--- config.mk ---
export PLATFORM = sky130hd
export DESIGN_NAME = uart_rx_byte
export DESIGN_NICKNAME = d
export VERILOG_FILES = /design/src/rtl/uart_pkg.sv /design/src/rtl/baud_tick_gen.sv /design/src/rtl/uart_rx_byte.sv
export SDC_FILE = /design/constraint.sdc
export NUM_CORES = 1
export LEC_CHECK = 0
export ABC_AREA = 1
export ABC_CLOCK_PERIOD_IN_PS = 1550
export CAP_MARGIN = 0
export CELL_PAD_IN_SITES_DETAIL_PLACEMENT = 0
export CELL_PAD_IN_SITES_GLOBAL_PLACEMENT = 1
export CORE_ASPECT_RATIO = 0.5
export CORE_MARGIN = 10
export CORE_UTILIZATION = 33
export CTS_BUF_LIST = sky130_fd_sc_hd__clkbuf_8
export CTS_CLUSTER_DIAMETER = 50
export DETAILED_ROUTE_END_ITERATION = 8
export PLACE_DENSITY_LB_ADDON = 0.08
export SLEW_MARGIN = 20
export SYNTH_ARGS = -nofsm -noshare
export SYNTH_HDL_FRONTEND = slang
export SYNTH_HIERARCHICAL = 1
export SYNTH_SLANG_ARGS = --single-unit
--- constraint.sdc ---
create_clock -name clk -period 1.55 [get_ports clk]
set_clock_uncertainty 0.1 [all_clocks]
set_input_delay 0.155 -clock clk [delete_from_list [all_inputs] [get_ports clk]]
set_output_delay 0.155 -clock clk [all_outputs]
set_load 0.1 [all_outputs]
--- src/rtl/uart_pkg.sv ---
// Shared UART definitions: receive FSM states, default oversampling and baud divider helper.
package uart_pkg;

  typedef enum logic [2:0] {
    IDLE,
    START,
    DATA,
    PARITY,
    STOP,
    BREAK
  } rx_state_t;

  localparam int unsigned OVERSAMPLE_DFLT = 16;

  // Clocks per oversample tick, truncated.
  function automatic int unsigned baud_div(input int unsigned clk_freq,
                                           input int unsigned baud,
                                           input int unsigned oversample);
    return clk_freq / (baud * oversample);
  endfunction

endpackage

--- src/rtl/baud_tick_gen.sv ---
// Oversample tick generator: one-cycle tick every DIV clocks, phase reset by restart.
module baud_tick_gen
  import uart_pkg::*;
#(
  parameter int unsigned CLK_FREQ   = 50_000_000,
  parameter int unsigned BAUD       = 115200,
  parameter int unsigned OVERSAMPLE = OVERSAMPLE_DFLT
) (
  input  logic clk,
  input  logic rst,
  input  logic restart,
  output logic tick
);

  localparam int unsigned DIV = baud_div(CLK_FREQ, BAUD, OVERSAMPLE);
  localparam int unsigned CW  = (DIV > 1) ? $clog2(DIV) : 1;

  logic [CW-1:0] cnt;

  always_ff @(posedge clk) begin
    if (!rst) begin
      cnt  <= '0;
      tick <= 1'b0;
    end else if (restart) begin
      cnt  <= '0;
      tick <= 1'b0;
    end else if (cnt == CW'(DIV - 1)) begin
      cnt  <= '0;
      tick <= 1'b1;
    end else begin
      cnt  <= cnt + 1'b1;
      tick <= 1'b0;
    end
  end

endmodule

--- src/rtl/uart_rx_byte.sv ---
// UART byte receiver: 2-flop sync, 16x majority-vote framing, valid/ready holding register, rx LED.
// Define UART_PARITY_EN for 8E1 framing (even parity bit between D7 and stop).
module uart_rx_byte
  import uart_pkg::*;
#(
  parameter int unsigned CLK_FREQ   = 50_000_000,
  parameter int unsigned BAUD       = 115200,
  parameter int unsigned OVERSAMPLE = OVERSAMPLE_DFLT,
  parameter int unsigned LED_HOLD   = 2_500_000
) (
  input  logic       clk,
  input  logic       rst,
  input  logic       rx,
  output logic [7:0] rx_data,
  output logic       rx_valid,
  input  logic       rx_ready,
  output logic       frame_err,
  output logic       overrun,
  output logic       parity_err,
  output logic       led_rx
);

  localparam int unsigned TW = $clog2(OVERSAMPLE);
  localparam int unsigned LW = $clog2(LED_HOLD + 1);
  localparam logic [TW-1:0] T_LO  = TW'(OVERSAMPLE / 2 - 1);
  localparam logic [TW-1:0] T_MID = TW'(OVERSAMPLE / 2);
  localparam logic [TW-1:0] T_HI  = TW'(OVERSAMPLE / 2 + 1);
  localparam logic [TW-1:0] T_END = TW'(OVERSAMPLE - 1);

`ifdef UART_PARITY_EN
  localparam rx_state_t AFTER_DATA = PARITY;
`else
  localparam rx_state_t AFTER_DATA = STOP;
`endif

  logic          rx_meta;
  logic          rxs;
  rx_state_t     state;
  logic [TW-1:0] tick_cnt;
  logic [2:0]    bit_cnt;
  logic [7:0]    shreg;
  logic          s_lo;
  logic          s_mid;
  logic          tick;
  logic          restart_c;
  logic          vote_c;
  logic          vote_pt_c;
  logic          bit_end_c;
  logic          par_ok_c;
  logic          byte_done_c;
  logic [LW-1:0] led_cnt;

  baud_tick_gen #(
    .CLK_FREQ  (CLK_FREQ),
    .BAUD      (BAUD),
    .OVERSAMPLE(OVERSAMPLE)
  ) u_tick (
    .clk    (clk),
    .rst    (rst),
    .restart(restart_c),
    .tick   (tick)
  );

  assign restart_c   = (state == IDLE) && !rxs;
  assign vote_c      = (s_lo & s_mid) | (s_lo & rxs) | (s_mid & rxs);
  assign vote_pt_c   = tick && (tick_cnt == T_HI);
  assign bit_end_c   = tick && (tick_cnt == T_END);
  assign byte_done_c = (state == STOP) && vote_pt_c && vote_c && par_ok_c;

`ifdef UART_PARITY_EN
  logic par_bit;
  assign par_ok_c = (par_bit == ^shreg);
`else
  assign par_ok_c   = 1'b1;
  assign parity_err = 1'b0;
`endif

  // Synchroniser, bit timing and framing FSM.
  always_ff @(posedge clk) begin
    if (!rst) begin
      rx_meta   <= 1'b1;
      rxs       <= 1'b1;
      state     <= IDLE;
      tick_cnt  <= '0;
      bit_cnt   <= '0;
      shreg     <= '0;
      s_lo      <= 1'b1;
      s_mid     <= 1'b1;
      frame_err <= 1'b0;
`ifdef UART_PARITY_EN
      par_bit    <= 1'b0;
      parity_err <= 1'b0;
`endif
    end else begin
      rx_meta   <= rx;
      rxs       <= rx_meta;
      frame_err <= 1'b0;
`ifdef UART_PARITY_EN
      parity_err <= 1'b0;
`endif
      if (state != IDLE && tick) begin
        tick_cnt <= (tick_cnt == T_END) ? '0 : tick_cnt + 1'b1;
        if (tick_cnt == T_LO)  s_lo  <= rxs;
        if (tick_cnt == T_MID) s_mid <= rxs;
      end
      case (state)
        IDLE: begin
          if (!rxs) begin
            state    <= START;
            tick_cnt <= '0;
          end
        end
        START: begin
          if (vote_pt_c && vote_c) begin
            state <= IDLE;
          end else if (bit_end_c) begin
            state   <= DATA;
            bit_cnt <= '0;
          end
        end
        DATA: begin
          if (vote_pt_c) shreg <= {vote_c, shreg[7:1]};
          if (bit_end_c) begin
            bit_cnt <= bit_cnt + 3'd1;
            if (bit_cnt == 3'd7) state <= AFTER_DATA;
          end
        end
        PARITY: begin
`ifdef UART_PARITY_EN
          if (vote_pt_c) par_bit <= vote_c;
          if (bit_end_c) state <= STOP;
`else
          state <= STOP;
`endif
        end
        STOP: begin
          // Re-arm at the stop vote so the next start edge is never missed.
          if (vote_pt_c) begin
`ifdef UART_PARITY_EN
            parity_err <= ~par_ok_c;
`endif
            if (vote_c) begin
              state <= IDLE;
            end else begin
              frame_err <= 1'b1;
              state     <= BREAK;
            end
          end
        end
        BREAK: begin
          if (rxs) state <= IDLE;
        end
        default: state <= IDLE;
      endcase
    end
  end

  // Holding register, overrun detection and LED stretcher.
  always_ff @(posedge clk) begin
    if (!rst) begin
      rx_data  <= '0;
      rx_valid <= 1'b0;
      overrun  <= 1'b0;
      led_cnt  <= '0;
      led_rx   <= 1'b0;
    end else begin
      overrun <= 1'b0;
      if (byte_done_c) begin
        if (!rx_valid || rx_ready) begin
          rx_data  <= shreg;
          rx_valid <= 1'b1;
        end else begin
          overrun <= 1'b1;
        end
      end else if (rx_valid && rx_ready) begin
        rx_valid <= 1'b0;
      end
      if (rx_valid && rx_ready) begin
        led_cnt <= LW'(LED_HOLD - 1);
        led_rx  <= 1'b1;
      end else if (led_cnt != '0) begin
        led_cnt <= led_cnt - 1'b1;
      end else begin
        led_rx <= 1'b0;
      end
    end
  end

endmodule
# [Word-level counts from Yosys, hierarchy flattened]
# Cells that the tools add are included.
[op_classes] addsub=4 mul=0 div=0 magnitude_cmp=0 n_eq_ne=21 shifts=0 muxes=27 n_bitwise=6 reduce_logical=29
[op_table] operator="22-bit 2-to-1 mux" count=2
[op_table] operator="3-bit 2-to-1 mux" count=11
[op_table] operator="22-bit nonzero test" count=1
[op_table] operator="22-bit by 1-bit subtractor with 22-bit output (second input constant)" count=1
[op_table] operator="3-bit case mux with 6 select lines" count=1
[op_table] operator="4-bit 2-to-1 mux" count=4
[op_table] operator="2-bit inequality test (second input constant)" count=8
[op_table] operator="4-bit equality test (second input constant)" count=3
[op_table] operator="2-bit AND reduction" count=6
[op_table] operator="3-bit equality test (second input constant)" count=3
[op_table] operator="1-bit logical AND" count=8
[op_table] operator="1-bit 2-to-1 mux" count=8
[op_table] operator="3-bit by 2-bit equality test with 1-bit output (second input constant)" count=2
[op_table] operator="3-bit case mux with 2 select lines" count=1
[op_table] operator="6-bit AND reduction" count=1
[op_table] operator="2-bit nonzero test" count=3
[op_table] operator="5-bit by 1-bit adder with 5-bit output (second input constant)" count=1
[op_table] operator="5-bit equality test (second input constant)" count=1
[op_table] operator="4-bit by 1-bit adder with 4-bit output (second input constant)" count=1
[op_table] operator="4-bit by 3-bit equality test with 1-bit output (second input constant)" count=1
[op_table] operator="4-bit AND reduction" count=1
[op_table] operator="2-bit OR reduction" count=2
[op_table] operator="3-bit by 1-bit adder with 3-bit output (second input constant)" count=1
[op_table] operator="1-bit AND" count=3
[op_table] operator="11 further kinds" count=13
[word_totals] regBits=62 latch_bits=0 ramBits=0 romBits=0 input_bits=4 output_inout_bits=13 wordCells=104 memories=0

# [Longest topological paths before layout]
# Gate-level depths: netlist of run 1.
[depth] depth_word=6 ltp_mapped=11 ltp_nobuf=11

# [By module]
# The synthesis of run 1 kept the hierarchy.
[by_module_without_submodules] module="uart_rx_byte" instances=1 cells_each=385 area_each_um2=2787.7
[by_module_without_submodules] module="baud_tick_gen" instances=1 cells_each=33 area_each_um2=260.2

# [Worst setup path after synthesis of run 1]
# No wires, ideal clock.
[synth_timing] path_kind="reg2reg" startpoint="register rx_valid" endpoint="register rx_data[0]" setup_time_ns=0.070 t_arrival_ns=1.819 setup_slack_ns=-0.439 stages_incl_launch_ff=6 n_path_buf=1 period_less_slack_ns=1.989 cell_sequence="dfxtp_1 > nand2_1 > nand2_1 > clkbuf_1 > nand3_1 > a21oi_1"
[synth_between] elab_chain_len=3
[synth_lines] element="start: declaration" line="uart_rx_byte.sv:15" text="output logic rx_valid,"
[synth_lines] element="start signal: assignment" line="uart_rx_byte.sv:162" text="rx_valid <= 1'b0;"
[synth_lines] element="start signal: assignment" line="uart_rx_byte.sv:171" text="rx_valid <= 1'b1;"
[synth_lines] element="start signal: assignment" line="uart_rx_byte.sv:176" text="rx_valid <= 1'b0;"
[synth_lines] element="1-bit logical NOT" line="uart_rx_byte.sv:169" text="if (!rx_valid || rx_ready) begin"
[synth_lines] element="1-bit logical OR" line="uart_rx_byte.sv:169"
[synth_lines] element="2-bit AND reduction (no line)"
[synth_lines] element="end signal: assignment" line="uart_rx_byte.sv:170" text="rx_data <= shreg;"
[synth_lines] element="end: declaration" line="uart_rx_byte.sv:14" text="output logic [7:0] rx_data,"
# Every way passes these cells.
# A chain may end at the register's enable or synchronous reset.

# [Worst setup path after layout of run 1]
[layout_timing] startpoint="register tick_cnt[1]" endpoint="register rx_data[5]"
[layout_between] elab_chain_len=5
[layout_lines] element="start: declaration" line="uart_rx_byte.sv:39" text="logic [TW-1:0] tick_cnt;"
[layout_lines] element="start signal: assignment" line="uart_rx_byte.sv:102" text="tick_cnt <= (tick_cnt == T_END) ? '0 : tick_cnt + 1'b1;"
[layout_lines] element="4-bit equality test" line="uart_rx_byte.sv:66" text="assign vote_pt_c = tick && (tick_cnt == T_HI);"
[layout_lines] element="1-bit logical AND" line="uart_rx_byte.sv:66"
[layout_lines] element="1-bit logical AND (2 in a row)" line="uart_rx_byte.sv:68" text="assign byte_done_c = (state == STOP) && vote_pt_c && vote_c && par_ok_c;"
[layout_lines] element="2-bit AND reduction (no line)"
# Every way passes these cells.

==> run summary, run 1 <==
initial antenna violation count: 0
Yosys top cell area share: 40.7%
# fillers: 884
share of layout cells above drive strength 1: 33.5%
maximum fanout along the worst path: 5
area of the multi-input gates: 1820 um2
worst vdd ir: 0.568 mV
num rows: 24
gr usage total: 11.5%
first-pass GRT wire length: 12800 um
Synth Flop Type: dfxtp_1
TritonCTS clock tree: done
number of synthesized register bits: 62
status: finished, final reports clean
count of final hold-check violations: 0
FF+latch area: 1250 um2
ys async rst share: 0%
CP endpoint kind: flop
number of H-tree levels: 3
largest net degree at the start of global routing: 17
Core ar.: 8860 um2
Area growth syn-to-layout: 39.0%
DR WL/cell: 12.7 um
sw frac: 42.6%
vias in the first global route: 2736
clock power share: 19.3%
Cell Area, Synth: 3050 um2
WP data required: 1.73 ns
post-synthesis sequential area ratio: 40.7%
min-delay worst type: input pin to flop
clock latency at the later pin of the worst-skew pair: 0.34 ns
antenna cells: 0
ANT nets after route: 0
Post-synth EDFFs: 0
P per Cell Area: 1980 nW/um2
RSZ-0062 raised after global routing: yes
Die Y: 88.0 um
Die Width: 156 um
Initial Utilization: 34.4%
Num CTS Buffers: 9
Final setup viols: 0
CTS clock-pin slew for the worst setup and hold paths: 0.08 ns
syn_area_per_cell: 7.29 um2
Final Wtd Congestion: 0.818
fmax: 671 MHz
maxcap violations: 0
Seq pwr share: 27.2%
# port buffers: 15
Worst Hold Launch: rx
Logic pwr share: 53.6%
first-pass iteration count of the detailed router: 4
vias per cell: 4.68
Starting DRT DRC Count: 122
hold buffers post-CTS: 0
Syn Nets: 431
worst setup path class: flop to flop
crit share post-route: 96.2%
r2r endpoint: rx_data[5]
hpwl dp: 5550 um
synthesis warning total: 6
Reg-to-Reg Start: tick_cnt[1]
Nets: 495
Mapped Cells: 418
CP arrival: 1.68 ns
clock net sink count: 62
hold path endpoint: rx_meta
internal power: 4800 uW
die area: 13700 um2
Synth area leader: dfxtp_1
DRC Markers: 0
path depth of the worst reg2reg path: 8
Max clock buf depth: 2
Core Util, Final: 47.8%
vias: 2828
overall power: 8370 uW
Final min period: 1.49 ns
WL final: 7690 um
root buf cell: clkbuf_8
final-report max-slew violation count: 0
hold path depth: 2
Psw: 3570 uW
Leakage: 0.00184 uW
slack of the worst reg-to-reg path: 0.06 ns
IO Count: 17
Setup crit start kind: flop
global route overflow: 0
top cells by area, synth: dfxtp_1, nand2_1, nor2_1
synth unique cells: 36
-- stage by stage --
| step | setup slack, ns | area, um2 | std cells | TNS (ns) | hold slack, ns |
|---|---|---|---|---|---|
| 2_1_floorplan | 0.0444 | 3050 | 418 | 0 | 0.162 |
| 3_3_place_gp | 0.0104 | 3690 | 573 | 0 | 0.296 |
| 3_5_place_dp | -0.0113 | 3690 | 573 | -0.0210 | 0.302 |
| 4_1_cts | 0.00799 | 3920 | 589 | 0 | 0.251 |
| 5_1_grt | -0.0812 | 4240 | 604 | -0.668 | 0.284 |
| 6_report | 0.0588 | 4240 | 604 | 0 | 0.268 |
-- kinds of logic (layout without fill, tap and decap cells) --
logic type / after synthesis / in the layout / share of synthesized area [%]
AO/OA/AOI/OAI: 54 / 54 / 9.24
XOR/XNOR: 10 / 10 / 2.87
adder cells (fa/ha/maj): 9 / 9 / 3.69
buffers and inverters: 49 / 117 / 6.28
flip-flops: 62 / 62 / 40.7
other: 1 / 1 / 0.123
AND/OR/NAND/NOR: 233 / 234 / 37.1
-- layout make-up --
cell class / instances / share of cell area (%)
inverter: 41 / 3.63
multi-input combinational: 308 / 42.9
tap: 117 / 3.46
sequential: 62 / 29.6
clock buffer: 10 / 3.25
timing repair buffer: 60 / 15.1
clock inverter: 6 / 2.01
-- how the worst max path moves through the flow --
| stage | cells past startpoint | to | start | slack (ns) |
|---|---|---|---|---|
| floorplan | 9 | led_cnt[14] | led_cnt[0] | 0.04 |
| global placement | 9 | led_cnt[14] | led_cnt[0] | 0.01 |
| detailed placement | 6 | tick_cnt[3] | rst | -0.01 |
| CTS | 7 | led_cnt[17] | led_cnt[11] | 0.008 |
| global route | 8 | rx_data[5] | tick_cnt[1] | -0.08 |
| finish | 8 | rx_data[5] | tick_cnt[1] | 0.06 |
-- placed cells by master, fill, tap and decap left out, drive strengths merged --
| cell type | n |
|---|---|
| buf | 57 |
| o311ai | 1 |
| clkdlybuf4s50 | 3 |
| bufinv | 2 |
| o21ai | 17 |
| o211ai | 1 |
| nor3 | 7 |
| clkinv | 1 |
| or2 | 6 |
| ha | 9 |
| nor2 | 81 |
| nand3 | 42 |
| a21o | 1 |
| nand4 | 8 |
| clkbuf | 10 |
| xor2 | 5 |
| dfxtp | 62 |
| nor3b | 1 |
| a211oi | 1 |
| nand3b | 1 |
| inv | 42 |
| clkinvlp | 2 |
| a21oi | 33 |
| and3 | 2 |
| xnor2 | 5 |
| conb | 1 |
| nand2 | 86 |
-- flip-flops by register name, indices dropped and copies added (netlist names) --
signal,flops
led_cnt,22
bit_cnt,3
overrun,1
rx_data,8
frame_err,1
rx_meta,1
u_tick/cnt,5
rxs,1
u_tick/tick,1
state,3
tick_cnt,4
led_rx,1
shreg,8
rx_valid,1
s_mid,1
s_lo,1
-- worst max-delay path, cell delays in order, from the launching register on --
cell     delay, ns
dfxtp_2       0.33
inv_2         0.06
ha_4          0.13
nand3_2       0.07
nor2_2        0.11
nand2_2       0.10
nor2_4        0.22
nand3_1       0.14
a21oi_2       0.16
-- cell usage after synthesis (6+ instances only) --
library cell and number:
nand3_1 38, a21oi_1 33, nand4_1 8, inv_1 33, o21ai_0 12, nand2_1 75, nand2_2 9, inv_2 7
nor3_1 6, nor2_1 63, nor2_2 12, clkbuf_1 6, ha_1 9, dfxtp_1 62
-- what timing repair did --
item,4_1_cts,5_1_grt
setup endpoints to repair,3,45
pin swaps,0,18
gates resized for setup,2,60
cloned,0,1
buffers inserted,0,14
-- metal layers --
layer | wire length [um] | global-route usage (%) | share of wire, %
met3 | 289 | 3.67 | 3.8
met1 | 3600 | 13.4 | 47
met2 | 3700 | 20.1 | 48
met4 | 93 | 3.58 | 1.2
met5 | 0 | 0 | 0
-- power by group through the flow --
| stage | clock [uW] | combinational [uW] | sequential [uW] |
|---|---|---|---|
| after global routing | 1730 | 5040 | 2310 |
| after detailed placement | 0 | 3850 | 2220 |
| after CTS | 1670 | 3890 | 2190 |
| after floorplan | 0 | 2870 | 2180 |
| final | 1620 | 4480 | 2270 |
| after global placement | 0 | 3810 | 2220 |
(Power assumes the default switching activity.)
==> run 2, diff against run 1 <==
SLEW_MARGIN = unset   (was 20)
==> results of run 2 <==
The final DEF is identical to that of run 1; final timing and power are the same.
==> run 3, diff against run 2 <==
CORE_ASPECT_RATIO = unset   (was 0.5)
CORE_UTILIZATION = 30   (was 33)
HOLD_SLACK_MARGIN = 0.02   (was unset)
==> run summary, run 3 (synthesis gave the netlist of run 1 again) <==
Setup crit start kind: flop (unchanged)
first-pass GRT wire length: 12900 um (was 12800 um)
Die Y: 121 um (was 88.0 um)
WL final: 7750 um (was 7690 um)
Seq pwr share: 28.1% (was 27.2%)
crit share post-route: 99.3% (was 96.2%)
# port buffers: 15 (unchanged)
most frequent cells in the layout: nand2_1, nor2_1, dfxtp_1, buf_4, nand3_1 (unchanged)
initial antenna violation count: 0 (unchanged)
smallest hold slack: 0.279 ns (was 0.268 ns)
Area growth syn-to-layout: 36.6% (was 39.0%)
Largest register FFs: 22 (unchanged)
clock latency at the later pin of the worst-skew pair: 0.35 ns (was 0.34 ns)
hold path endpoint: rx_meta (unchanged)
P per Cell Area: 1920 nW/um2 (was 1980 nW/um2)
global route overflow: 0 (unchanged)
vias: 2793 (was 2828)
path depth of the worst reg2reg path: 9 (was 8)
Final min period: 1.54 ns (was 1.49 ns)
hold path depth: 2 (unchanged)
Starting DRT DRC Count: 92 (was 122)
Num CTS Buffers: 9 (unchanged)
TritonCTS clock tree: done (unchanged)
Reg-to-Reg Start: tick_cnt[1] (unchanged)
commonest non-fill, non-tap cell in the layout: nand2_1 (unchanged)
worst vdd ir: 0.633 mV (was 0.568 mV)
CP arrival: 1.72 ns (was 1.68 ns)
Most flops, register: led_cnt (unchanged)
final-report max-slew violation count: 0 (unchanged)
TNS Setup: 0 ns (unchanged)
slack of the worst reg-to-reg path: 0.01 ns (was 0.06 ns)
num rows: 36 (was 24)
Max clock buf depth: 2 (unchanged)
vias per cell: 4.53 (was 4.68)
placed inst area: 3730 um2 (was 3690 um2)
fmax: 649 MHz (was 671 MHz)
Die Width: 121 um (was 156 um)
Final setup viols: 0 (unchanged)
sw frac: 45.5% (was 42.6%)
worst setup margin: 0.0103 ns (was 0.0588 ns)
WP data required: 1.73 ns (about the same)
fin cells: 617 (was 604)
Nets: 492 (was 495)
min-delay worst type: input pin to flop (unchanged)
gr usage total: 11.0% (was 11.5%)
worst setup path class: flop to flop (unchanged)
largest net degree at the start of global routing: 29 (was 17)
root buf cell: clkbuf_8 (unchanged)
Core ar.: 9820 um2 (was 8860 um2)
CTS clock-pin slew for the worst setup and hold paths: 0.08 ns (about the same)
clock net sink count: 62 (unchanged)
count of final hold-check violations: 0 (unchanged)
clock power share: 16.8% (was 19.3%)
Top Registers: led_cnt: 22 flops, rx_data: 8 flops, shreg: 8 flops (unchanged)
maximum fanout along the worst path: 5 (unchanged)
IO Count: 17 (unchanged)
Worst Hold Launch: rx (unchanged)
die area: 14600 um2 (was 13700 um2)
Leakage: 0.00180 uW (was 0.00184 uW)
hpwl dp: 5620 um (was 5550 um)
internal power: 4350 uW (was 4800 uW)
CP endpoint kind: flop (unchanged)
dpl cells: 594 (was 573)
Final Wtd Congestion: 0.775 (was 0.818)
share of layout cells above drive strength 1: 34.1% (was 33.5%)
fin area: 4160 um2 (was 4240 um2)
hold buffers post-CTS: 0 (unchanged)
maxcap violations: 0 (unchanged)
antenna cells: 0 (unchanged)
DR WL/cell: 12.6 um (was 12.7 um)
vias in the first global route: 2681 (was 2736)
number of H-tree levels: 3 (unchanged)
status: finished, final reports clean (unchanged)
RSZ-0062 raised after global routing: yes (unchanged)
r2r endpoint: rx_data[2] (was rx_data[5])
Psw: 3630 uW (was 3570 uW)
Setup WS pre-CTS: -0.0789 ns (was -0.0113 ns)
Initial Utilization: 31.0% (was 34.4%)
first-pass iteration count of the detailed router: 4 (unchanged)
DRC Markers: 0 (unchanged)
Logic pwr share: 55.2% (was 53.6%)
ANT nets after route: 0 (unchanged)
run 3: area by class of cell:
class / instances / area [um2]
timing repair buffer: 58 / 613
clock inverter: 7 / 57.6
tap: 133 / 166
multi-input combinational: 307 / 1790
sequential: 62 / 1260
fill: 1047 / 5660
inverter: 41 / 154
clock buffer: 9 / 124
run 3: worst max-delay path by stage:
stage,startpoint,cells past startpoint,slack (ns),to
after floorplan,led_cnt[0],9,0.04,led_cnt[14]
after detailed placement,rx_ready,7,-0.08,led_cnt[11]
final,tick_cnt[1],9,0.01,rx_data[2]
after global routing,tick_cnt[1],9,-0.11,rx_data[3]
after CTS,tick_cnt[1],11,0.01,state[1]
after global placement,rx_ready,7,-0.11,led_cnt[11]
run 3: power groups by stage:
stage	Combinational [uW]	Sequential [uW]	Clock, uW
global placement	3960	2210	0
floorplan	2870	2180	0
CTS	3970	2180	1380
finish	4400	2240	1340
detailed placement	3930	2210	0
global route	4900	2290	1460
run 3: stage by stage:
stage | util, % | total power (uW)
2_1_floorplan | - | 5050
3_3_place_gp | 38.0 | 6170
3_5_place_dp | 38.0 | 6130
4_1_cts | 39.9 | 7530
5_1_grt | 42.4 | 8650
6_report | 42.4 | 7980
run 3: critical path, cell delays in order, from the launching register on:
cell     delay [ns]
dfxtp_2        0.33
inv_2          0.07
ha_4           0.14
nand3_2        0.07
nor2_2         0.13
nand2_2        0.10
nor2_4         0.21
buf_6          0.13
nand3_1        0.06
a21oi_1        0.14
run 3: per-layer routing:
layer	track usage, %	wire length, um	vias up
met3	2.42	183	10
met4	4.90	114	0
met2	18.0	3700	28
met5	0	0	-
met1	13.5	3750	1270
li1	-	-	1485
run 3: repair_timing:
action,CTS,global route
endpoints found under the setup margin,5,40
pin swaps,0,21
resized for setup,2,62
setup buffers,0,7
